File: src/rtl/dsp_data_mem_bank.sv
// dsp_data_mem_bank
//   Data memory bank II responder. The DSP side reads with one cycle of registered
//   latency and writes directly. A host stream port (valid/ready) fills the bank as a
//   circular sample buffer through a small FIFO. That FIFO drains only in cycles where
//   the DSP is not writing.
//
//   Optional build macro: DSP_MEM_BYPASS_EN
//     defined   - a write to the address being read in the same cycle is forwarded
//                 into dsp_read_data.
//     undefined - a same-address read returns the pre-write content.

`ifndef REG_WORD_LEN
`define REG_WORD_LEN 16
`endif

`ifndef SRAM_ADDR_LEN
`define SRAM_ADDR_LEN 6
`endif

module dsp_data_mem_bank #(
  parameter int DATA_W     = `REG_WORD_LEN,
  parameter int ADDR_W     = `SRAM_ADDR_LEN,
  parameter int FIFO_DEPTH = 4
) (
  input  logic                             clk,
  input  logic                             rst,
  input  logic [ADDR_W-1:0]                dsp_read_addr,
  output logic [DATA_W-1:0]                dsp_read_data,
  input  logic [ADDR_W-1:0]                dsp_write_addr,
  input  logic [DATA_W-1:0]                dsp_write_data,
  input  logic                             dsp_write_en,
  input  logic                             host_valid,
  input  logic [DATA_W-1:0]                host_data,
  output logic                             host_ready,
  input  logic                             host_clr,
  output logic [ADDR_W-1:0]                host_ptr,
  output logic [$clog2(FIFO_DEPTH+1)-1:0]  fifo_level
);

  localparam int DEPTH = 2 ** ADDR_W;
  localparam int IDX_W = $clog2(FIFO_DEPTH);
  localparam int LVL_W = $clog2(FIFO_DEPTH + 1);

  localparam logic [LVL_W-1:0]  LVL_ZERO  = {LVL_W{1'b0}};
  localparam logic [LVL_W-1:0]  LVL_ONE   = LVL_W'(1);
  localparam logic [LVL_W-1:0]  LVL_FULL  = LVL_W'(FIFO_DEPTH);
  localparam logic [IDX_W-1:0]  IDX_ZERO  = {IDX_W{1'b0}};
  localparam logic [IDX_W-1:0]  IDX_ONE   = IDX_W'(1);
  localparam logic [IDX_W-1:0]  IDX_LAST  = IDX_W'(FIFO_DEPTH - 1);
  localparam logic [ADDR_W-1:0] ADDR_ZERO = {ADDR_W{1'b0}};
  localparam logic [ADDR_W-1:0] ADDR_ONE  = ADDR_W'(1);
  localparam logic [DATA_W-1:0] DATA_ZERO = {DATA_W{1'b0}};

  // Storage. The word array has no reset; its contents are undefined until written.
  logic [DATA_W-1:0] r_mem  [DEPTH];
  logic [DATA_W-1:0] r_fifo [FIFO_DEPTH];

  // Registered state.
  logic [IDX_W-1:0]  r_wr_idx;
  logic [IDX_W-1:0]  r_rd_idx;
  logic [LVL_W-1:0]  r_level;
  logic              r_ready;
  logic [ADDR_W-1:0] r_host_ptr;
  logic [DATA_W-1:0] r_rd_data;

  // Combinational helpers.
  logic              w_push;
  logic              w_pop;
  logic [IDX_W-1:0]  w_wr_idx_inc;
  logic [IDX_W-1:0]  w_rd_idx_inc;
  logic [LVL_W-1:0]  w_level_nxt;
  logic              w_mem_we;
  logic [ADDR_W-1:0] w_mem_addr;
  logic [DATA_W-1:0] w_mem_wdata;
  logic [DATA_W-1:0] w_rd_word;

  // Handshake qualification. A flush wins over both push and pop. Pop looks only at the
  // registered level, so a word pushed into an empty FIFO waits at least one edge.
  always_comb begin
    w_push = 1'b0;
    w_pop  = 1'b0;
    if (host_clr) begin
      w_push = 1'b0;
      w_pop  = 1'b0;
    end else begin
      w_push = host_valid & r_ready;
      w_pop  = (r_level != LVL_ZERO) & ~dsp_write_en;
    end
  end

  // Circular FIFO index increment for any depth, not only powers of two.
  always_comb begin
    w_wr_idx_inc = r_wr_idx + IDX_ONE;
    w_rd_idx_inc = r_rd_idx + IDX_ONE;
    if (r_wr_idx == IDX_LAST) begin
      w_wr_idx_inc = IDX_ZERO;
    end else begin
      w_wr_idx_inc = r_wr_idx + IDX_ONE;
    end
    if (r_rd_idx == IDX_LAST) begin
      w_rd_idx_inc = IDX_ZERO;
    end else begin
      w_rd_idx_inc = r_rd_idx + IDX_ONE;
    end
  end

  // Next FIFO occupancy. A simultaneous push and pop leave the level unchanged.
  always_comb begin
    w_level_nxt = r_level;
    if (host_clr) begin
      w_level_nxt = LVL_ZERO;
    end else if (w_push && !w_pop) begin
      w_level_nxt = r_level + LVL_ONE;
    end else if (!w_push && w_pop) begin
      w_level_nxt = r_level - LVL_ONE;
    end else begin
      w_level_nxt = r_level;
    end
  end

  // Single array write port. The DSP has priority, and the host drains only when the DSP is idle.
  always_comb begin
    w_mem_we    = 1'b0;
    w_mem_addr  = ADDR_ZERO;
    w_mem_wdata = DATA_ZERO;
    if (dsp_write_en) begin
      w_mem_we    = 1'b1;
      w_mem_addr  = dsp_write_addr;
      w_mem_wdata = dsp_write_data;
    end else if (w_pop) begin
      w_mem_we    = 1'b1;
      w_mem_addr  = r_host_ptr;
      w_mem_wdata = r_fifo[r_rd_idx];
    end else begin
      w_mem_we    = 1'b0;
      w_mem_addr  = ADDR_ZERO;
      w_mem_wdata = DATA_ZERO;
    end
  end

  // Read word selection, with optional forwarding of a same-cycle write.
  always_comb begin
    w_rd_word = r_mem[dsp_read_addr];
`ifdef DSP_MEM_BYPASS_EN
    if (w_mem_we && (w_mem_addr == dsp_read_addr)) begin
      w_rd_word = w_mem_wdata;
    end else begin
      w_rd_word = r_mem[dsp_read_addr];
    end
`else
    w_rd_word = r_mem[dsp_read_addr];
`endif
  end

  // Commit the selected write into the word array.
  always_ff @(posedge clk) begin
    if (w_mem_we) begin
      r_mem[w_mem_addr] <= w_mem_wdata;
    end
  end

  // Capture the accepted host word at the FIFO tail.
  always_ff @(posedge clk) begin
    if (w_push) begin
      r_fifo[r_wr_idx] <= host_data;
    end
  end

  // FIFO pointers, occupancy and registered ready. Ready is derived from the next level, so
  // it never depends combinationally on host_valid.
  always_ff @(posedge clk or negedge rst) begin
    if (!rst) begin
      r_wr_idx <= IDX_ZERO;
      r_rd_idx <= IDX_ZERO;
      r_level  <= LVL_ZERO;
      r_ready  <= 1'b1;
    end else if (host_clr) begin
      r_wr_idx <= IDX_ZERO;
      r_rd_idx <= IDX_ZERO;
      r_level  <= LVL_ZERO;
      r_ready  <= 1'b1;
    end else begin
      if (w_push) begin
        r_wr_idx <= w_wr_idx_inc;
      end
      if (w_pop) begin
        r_rd_idx <= w_rd_idx_inc;
      end
      r_level <= w_level_nxt;
      r_ready <= (w_level_nxt != LVL_FULL);
    end
  end

  // Host commit pointer. It advances on each drain and wraps naturally at DEPTH.
  always_ff @(posedge clk or negedge rst) begin
    if (!rst) begin
      r_host_ptr <= ADDR_ZERO;
    end else if (host_clr) begin
      r_host_ptr <= ADDR_ZERO;
    end else if (w_pop) begin
      r_host_ptr <= r_host_ptr + ADDR_ONE;
    end
  end

  // Registered read data with one cycle of latency.
  always_ff @(posedge clk or negedge rst) begin
    if (!rst) begin
      r_rd_data <= DATA_ZERO;
    end else begin
      r_rd_data <= w_rd_word;
    end
  end

  assign dsp_read_data = r_rd_data;
  assign host_ready    = r_ready;
  assign host_ptr      = r_host_ptr;
  assign fifo_level    = r_level;

endmodule

File: config.mk
export PLATFORM = sky130hd
export DESIGN_NAME = dsp_data_mem_bank
export DESIGN_NICKNAME = d
export VERILOG_FILES = /design/src/rtl/dsp_data_mem_bank.sv
export SDC_FILE = /design/constraint.sdc
export NUM_CORES = 1
export LEC_CHECK = 0
export BUFFER_PORTS_ARGS = -buffer_cell sky130_fd_sc_hd__buf_4
export CELL_PAD_IN_SITES_DETAIL_PLACEMENT = 0
export CELL_PAD_IN_SITES_GLOBAL_PLACEMENT = 2
export CORE_AREA = 5 5 301 303
export CTS_BUF_LIST = sky130_fd_sc_hd__clkbuf_8
export CTS_CLUSTER_DIAMETER = 120
export DETAILED_ROUTE_END_ITERATION = 8
export DIE_AREA = 0 0 306 308
export GPL_ROUTABILITY_DRIVEN = 1
export GPL_TIMING_DRIVEN = 0
export PLACE_DENSITY = 0.87
export SLEW_MARGIN = 40
export SYNTH_ARGS = -nofsm -noshare
export SYNTH_HDL_FRONTEND = slang
export SYNTH_SLANG_ARGS = --single-unit
export TNS_END_PERCENT = 1
File: constraint.sdc
create_clock -name clk -period 4.3 [get_ports clk]
set_input_delay 0.86 -clock clk [delete_from_list [all_inputs] [get_ports clk]]
set_output_delay 0.86 -clock clk [all_outputs]
set_load 0.02 [all_outputs]
=== Yosys cells after proc, flatten, opt, wreduce, memory -nomap -nowiden ===
Memory sizes are Yosys's and may differ from the RTL's. A register that Yosys moved wholly into a read port is not among the register bits.
Index checks and enable logic that the tools add are counted.
W data, S select, Z words.

* Register bits after elaboration: 14
* Memory bits (writable): 1,088
* Output and inout bits: 26
* Memories: 2

{| class="wikitable"
|+ Memories
! name !! depth !! width !! read ports !! clocked after Yosys merged registers in !! write ports !! line !! RTL
|-
| r_mem || 64 || 16 || 1 || 1 || 1 || 55 || <nowiki>logic [DATA_W-1:0] r_mem [DEPTH];</nowiki>
|-
| r_fifo || 4 || 16 || 1 || 0 || 1 || 56 || <nowiki>logic [DATA_W-1:0] r_fifo [FIFO_DEPTH];</nowiki>
|}

* Add/sub/neg operators: 5
* Eq/ne operators: 3
* Mux-type cells: 25
* Bitwise logic cells: 3
* Reductions and logical operators: 8

{| class="wikitable"
|+ Operator list
! cell !! count
|-
| $mux W16 || 2
|-
| $mux W6 || 4
|-
| $mux W2 || 6
|-
| $mux W3 || 4
|-
| $mux W1 || 9
|-
| $add A6 B1 Y6 const B || 1
|-
| $add A2 B1 Y2 const B || 2
|-
| $eq A2 B2 Y1 const B || 2
|-
| $reduce_bool A2 Y1 || 2
|-
| $add A3 B1 Y3 const B || 1
|-
| $logic_not A1 Y1 || 3
|-
| $ne A3 B3 Y1 const B || 1
|-
| $reduce_bool A3 Y1 || 1
|-
| $sub A3 B1 Y3 const B || 1
|-
| $and A1 B1 Y1 || 2
|-
| $logic_and A1 B1 Y1 || 2
|-
| $not A1 Y1 || 1
|}

=== Longest topological paths before layout ===
* Word-level depth: 9
* Gate-level depth with buffers: 10
* Mapped depth without buffers: 7

=== Least setup slack after synthesis ===
Ideal clock, no wire load.

* Path type: in2reg
* From: input dsp_write_en
* To: memory r_mem[31][0] (netlist name) (enable)
* Library setup time: 0.388 ns
* Arrival time: 2.815 ns
* Path slack: 1.096 ns
* Stages on the path: 5
* Path buffers: 2
* Cell sequence: buf_2 buf_2 o41ai_1 nand3_1 nor2_1

* Cells in the longest elaborated chain, start to end: 7

{| class="wikitable"
|+ RTL lines
! what !! line !! RTL
|-
| start: declaration || 31 || <nowiki>input logic dsp_write_en,</nowiki>
|-
| $not A1 Y1 || 87 || <nowiki>w_pop = (r_level != LVL_ZERO) & ~dsp_write_en;</nowiki>
|-
| $and A1 B1 Y1 || 87 ||
|-
| $mux W1 || 82 || <nowiki>if (host_clr) begin</nowiki>
|-
| $mux W1 || 130 || <nowiki>end else if (w_pop) begin</nowiki>
|-
| $mux W1 || 126 || <nowiki>if (dsp_write_en) begin</nowiki>
|-
| $mux W1 || 157 || <nowiki>if (w_mem_we) begin</nowiki>
|-
| $mux W1 (implied by the code) || 158 || <nowiki>r_mem[w_mem_addr] <= w_mem_wdata;</nowiki>
|-
| end: declaration || 55 ||
|}

Parallel ways exist; a longest one is shown, timed or not.

=== Worst setup path after layout ===
* From: register r_level[0] (netlist: fifo_level[0])
* To: memory r_mem[19][9] (netlist name) (enable)

* Cells in the longest elaborated chain, start to end: 7

{| class="wikitable"
|+ RTL lines
! what !! line !! RTL
|-
| start: declaration || 61 || <nowiki>logic [LVL_W-1:0] r_level;</nowiki>
|-
| start signal: assignment || 189 || <nowiki>r_level <= w_level_nxt;</nowiki>
|-
| $reduce_bool A3 Y1 * || 87 ||
|-
| $and A1 B1 Y1 * || 87 ||
|-
| $mux W1 * || 82 ||
|-
| $mux W1 || 130 ||
|-
| $mux W1 || 126 ||
|-
| $mux W1 || 157 ||
|-
| $mux W1 (implied by the code) || 158 ||
|}

Mark *: on every way between the ends. The rest lies on a longest branch, timed or not.

==> metrics <==
outcome completed; RSZ-0062 raised after global routing no; IO buf count 71; peak supply drop 299 uV; YS warnings 0; post-synth cell types 56; CTS Buf Count 165; CORE AREA 87,700 um^2; mux contribution to synthesized area 16.1%; combinational family with the most area after synthesis multiplexers; DP Wirelength 71,000 um; Critical Path Slowest Stage Cell nor2_4; Initial Util 49.4%; CP Depth 9; Fin Hold WS 0.225 ns; Synth top area share 75.5%; Tightest Hold Check Type in2reg; first-pass GRT wire length 152,000 um; Design Power 22.8 mW; gpl congestion 0.880; GR Util All Layers 22.6%; layout net count 2,301; Post-Route WL 106,000 um; grt met3 use 6.87%; Post-Synth XOR/XNOR Area 0.182%; Storage cell area 33,400 um^2; count of pins over their slew limit 0; top-count cell post-synth edfxtp_1; antenna violations before repair 1; Clock Power Share 34.8%; DRC viols 0; Routed WL per cell 29.9 um; cell family with the largest share of critical-path delay simple AND/OR/NAND/NOR gates; Mapped Nets 2,014; worst hold stages 1; pin count of the biggest net entering global routing 65; Synth area leader edfxtp_1; Initial DRT Pass Iterations 6; Post-synth EDFFs 1,088; Leak 16.2 nW; Die ar. 94,200 um^2; Netlist Area Pre-Place 43,300 um^2; clock sinks 1,118; Synth Area in Adders 0.231%; layout cells sized above 1 32.7%; P_int 17.3 mW; R2R depth 9; period utilization 84.9%; Most Crowded Layer GR met2; H-tree depth 4; synthesized area per cell 22.1 um^2; crit path buf inv count 3; PostCTS Resize Cnt 0; most used cell, CP buf_2; Post-Synth Simple-Gate Area 2.11%; multi-input logic area 9850 um^2; Setup CP Type reg2reg; post-layout util 57.0%; Slew @ Worst Pin 0.948 ns; die width 306 um; clock-pin slew on the worst setup and hold paths 0.06 ns; Worst EP required 4.74 ns; filler cell count in the final layout 6,177; switching part of the total power 24.3%; Fmax 274 MHz; register bit total from synthesis 1,118; Vias/cell 6.10; Synth Flop Type edfxtp_1; Clock Tree Root clkbuf_8; Psw 5.54 mW; sequential share of the synthesized area 77.2%; Crit path largest cell delay 0.73 ns; Final Non-Filler Cells 3,543; Area growth syn-to-layout 15.5%; CP startpoint kind flop; share of power burned in registers 55.1%; clock skew 0.0420 ns; FFs w/ async S/R, synth 2.68%; setup violators final 0; gr ovfl total 0; global routing usage on met2 35.3%; Final Critical Period 3.65 ns; deepest clock path buffer count 3; crit path DAT 4.09 ns; Synth Area in Compound Gates 2.51%; Comb pwr share 10.1%; Crit. End Element flop; critical-path cell list inv_1 > ha_1 > nor2b_1 > buf_2 > nor3_1 > buf_2 > a32o_1 > nand3b_1 > nor2_4; DRT iter0 DRCs 2,600; top cells by area, synth edfxtp_1, mux4_2, dfrtp_1; Hold Vio Cnt, Final 0; max_slew headroom 36.1%; crit path max fanout 16; Power Density 456 nW/um^2; Vert. Die Dim 308 um; vias in the first global route 21,900; Max-cap violations 0; later-pin clock latency in the skew report 0.84 ns; antenna viol nets, final 0; CTS tree done; Ports 75; cell count after synthesis 1,957; Post-synth top cells edfxtp_1, mux4_2, nor2_1; Vias 21,600; Placed Instances 3,241; Core Rows 109; grt met1 use 30.8%; setup TNS 0 ns
-- path summary, 6_finish.rpt --
check                              startpoint               end  slack, ns
worst max-delay path            fifo_level[0]      r_mem[19][9]       0.65
worst min-delay path             host_data[7]      r_fifo[2][7]       0.23
worst max register to register  fifo_level[0]      r_mem[19][9]       0.65
worst min register to register    r_wr_idx[1]       r_wr_idx[1]       0.60
max in group asynchronous                 rst  dsp_read_data[4]       3.35
min in group asynchronous                 rst       r_wr_idx[1]       0.56
-- registers in the layout, indices dropped and copies added, names as in the netlist --
signal         cells
r_fifo            64
r_wr_idx           2
r_rd_idx           2
fifo_level         3
host_ready         1
r_mem           1024
dsp_read_data     16
host_ptr           6
-- timing repair --
action,in CTS,in global routing
hold buffers,1,0
setup buffers,0,0
endpoints found under the hold margin,29,0
-- power groups by stage --
stage                     Combinational (mW)  Sequential [mW]  Clock [mW]
final                                   2.30             12.6        7.94
after global routing                    2.45             12.6        8.60
after CTS                               2.30             12.6        8.06
after detailed placement                2.30             12.8           0
after global placement                  1.98             12.8           0
after floorplan                         1.19             12.8           0
-- stage by stage --
| stage | worst slack [ns] | cell area, um^2 |
|---|---|---|
| 6_report | 0.649 | 50000 |
| 2_1_floorplan | 1.10 | 43300 |
| 3_5_place_dp | 0.265 | 46900 |
| 5_1_grt | 0.458 | 50000 |
| 3_3_place_gp | -0.786 | 45300 |
| 4_1_cts | 0.645 | 50000 |
-- worst reg2reg max path, cell delays in order, from the launching register on --
cell	delay [ns]
dfrtp_1	0.39
inv_1	0.10
ha_1	0.20
nor2b_1	0.12
buf_2	0.19
nor3_1	0.26
buf_2	0.42
a32o_1	0.28
nand3b_1	0.56
nor2_4	0.74
-- cell usage in the layout (no fill, tap or decap), drive strengths merged, types with 3 or more instances in the layout --
cell type	synthesis	final
edfxtp	1088	1088
mux4	279	279
buf	81	200
clkbuf	28	193
nor2	101	101
inv	9	65
clkinv	0	64
mux2i	47	47
nand2	41	41
o21ai	32	32
dfrtp	29	29
o22ai	27	27
a21oi	27	27
a22o	17	17
mux2	14	14
o31ai	12	12
nand3	12	12
nand3b	11	11
ha	8	8
clkinvlp	0	8
nand2b	7	7
o221ai	7	7
a211oi	7	7
nor2b	7	7
a31oi	6	6
xnor2	6	6
bufinv	0	6
nor3	6	6
and2	6	6
o41ai	5	5
o311ai	4	4
a22oi	4	4
a21o	3	3
a211o	3	3
xor2	3	3
-- logic make-up after synthesis --
kind of cell,count (synthesis)
mux,340
buf+inv,118
flops,1118
fa+ha+maj,8
simple gates,202
compound gates,162
xor+xnor,9
-- layout make-up --
cell class / instances / share of cell area (%)
inverters: 9 / 0.0676
plain buffers: 109 / 1.37
clock buffers: 165 / 4.54
repair buffers: 120 / 3.00
clock inverters: 134 / 1.54
well taps: 1165 / 2.92
diodes: 2 / 0.0100
flip-flops and latches: 1118 / 66.9
multi-input cells: 721 / 19.7
-- layer usage --
metal	part of all wire, %	routed length, um
met4	3.2	3410
met5	0	0
met1	39	40900
met2	48	50500
met3	10	11000
Power figures use the tool's default switching activity.
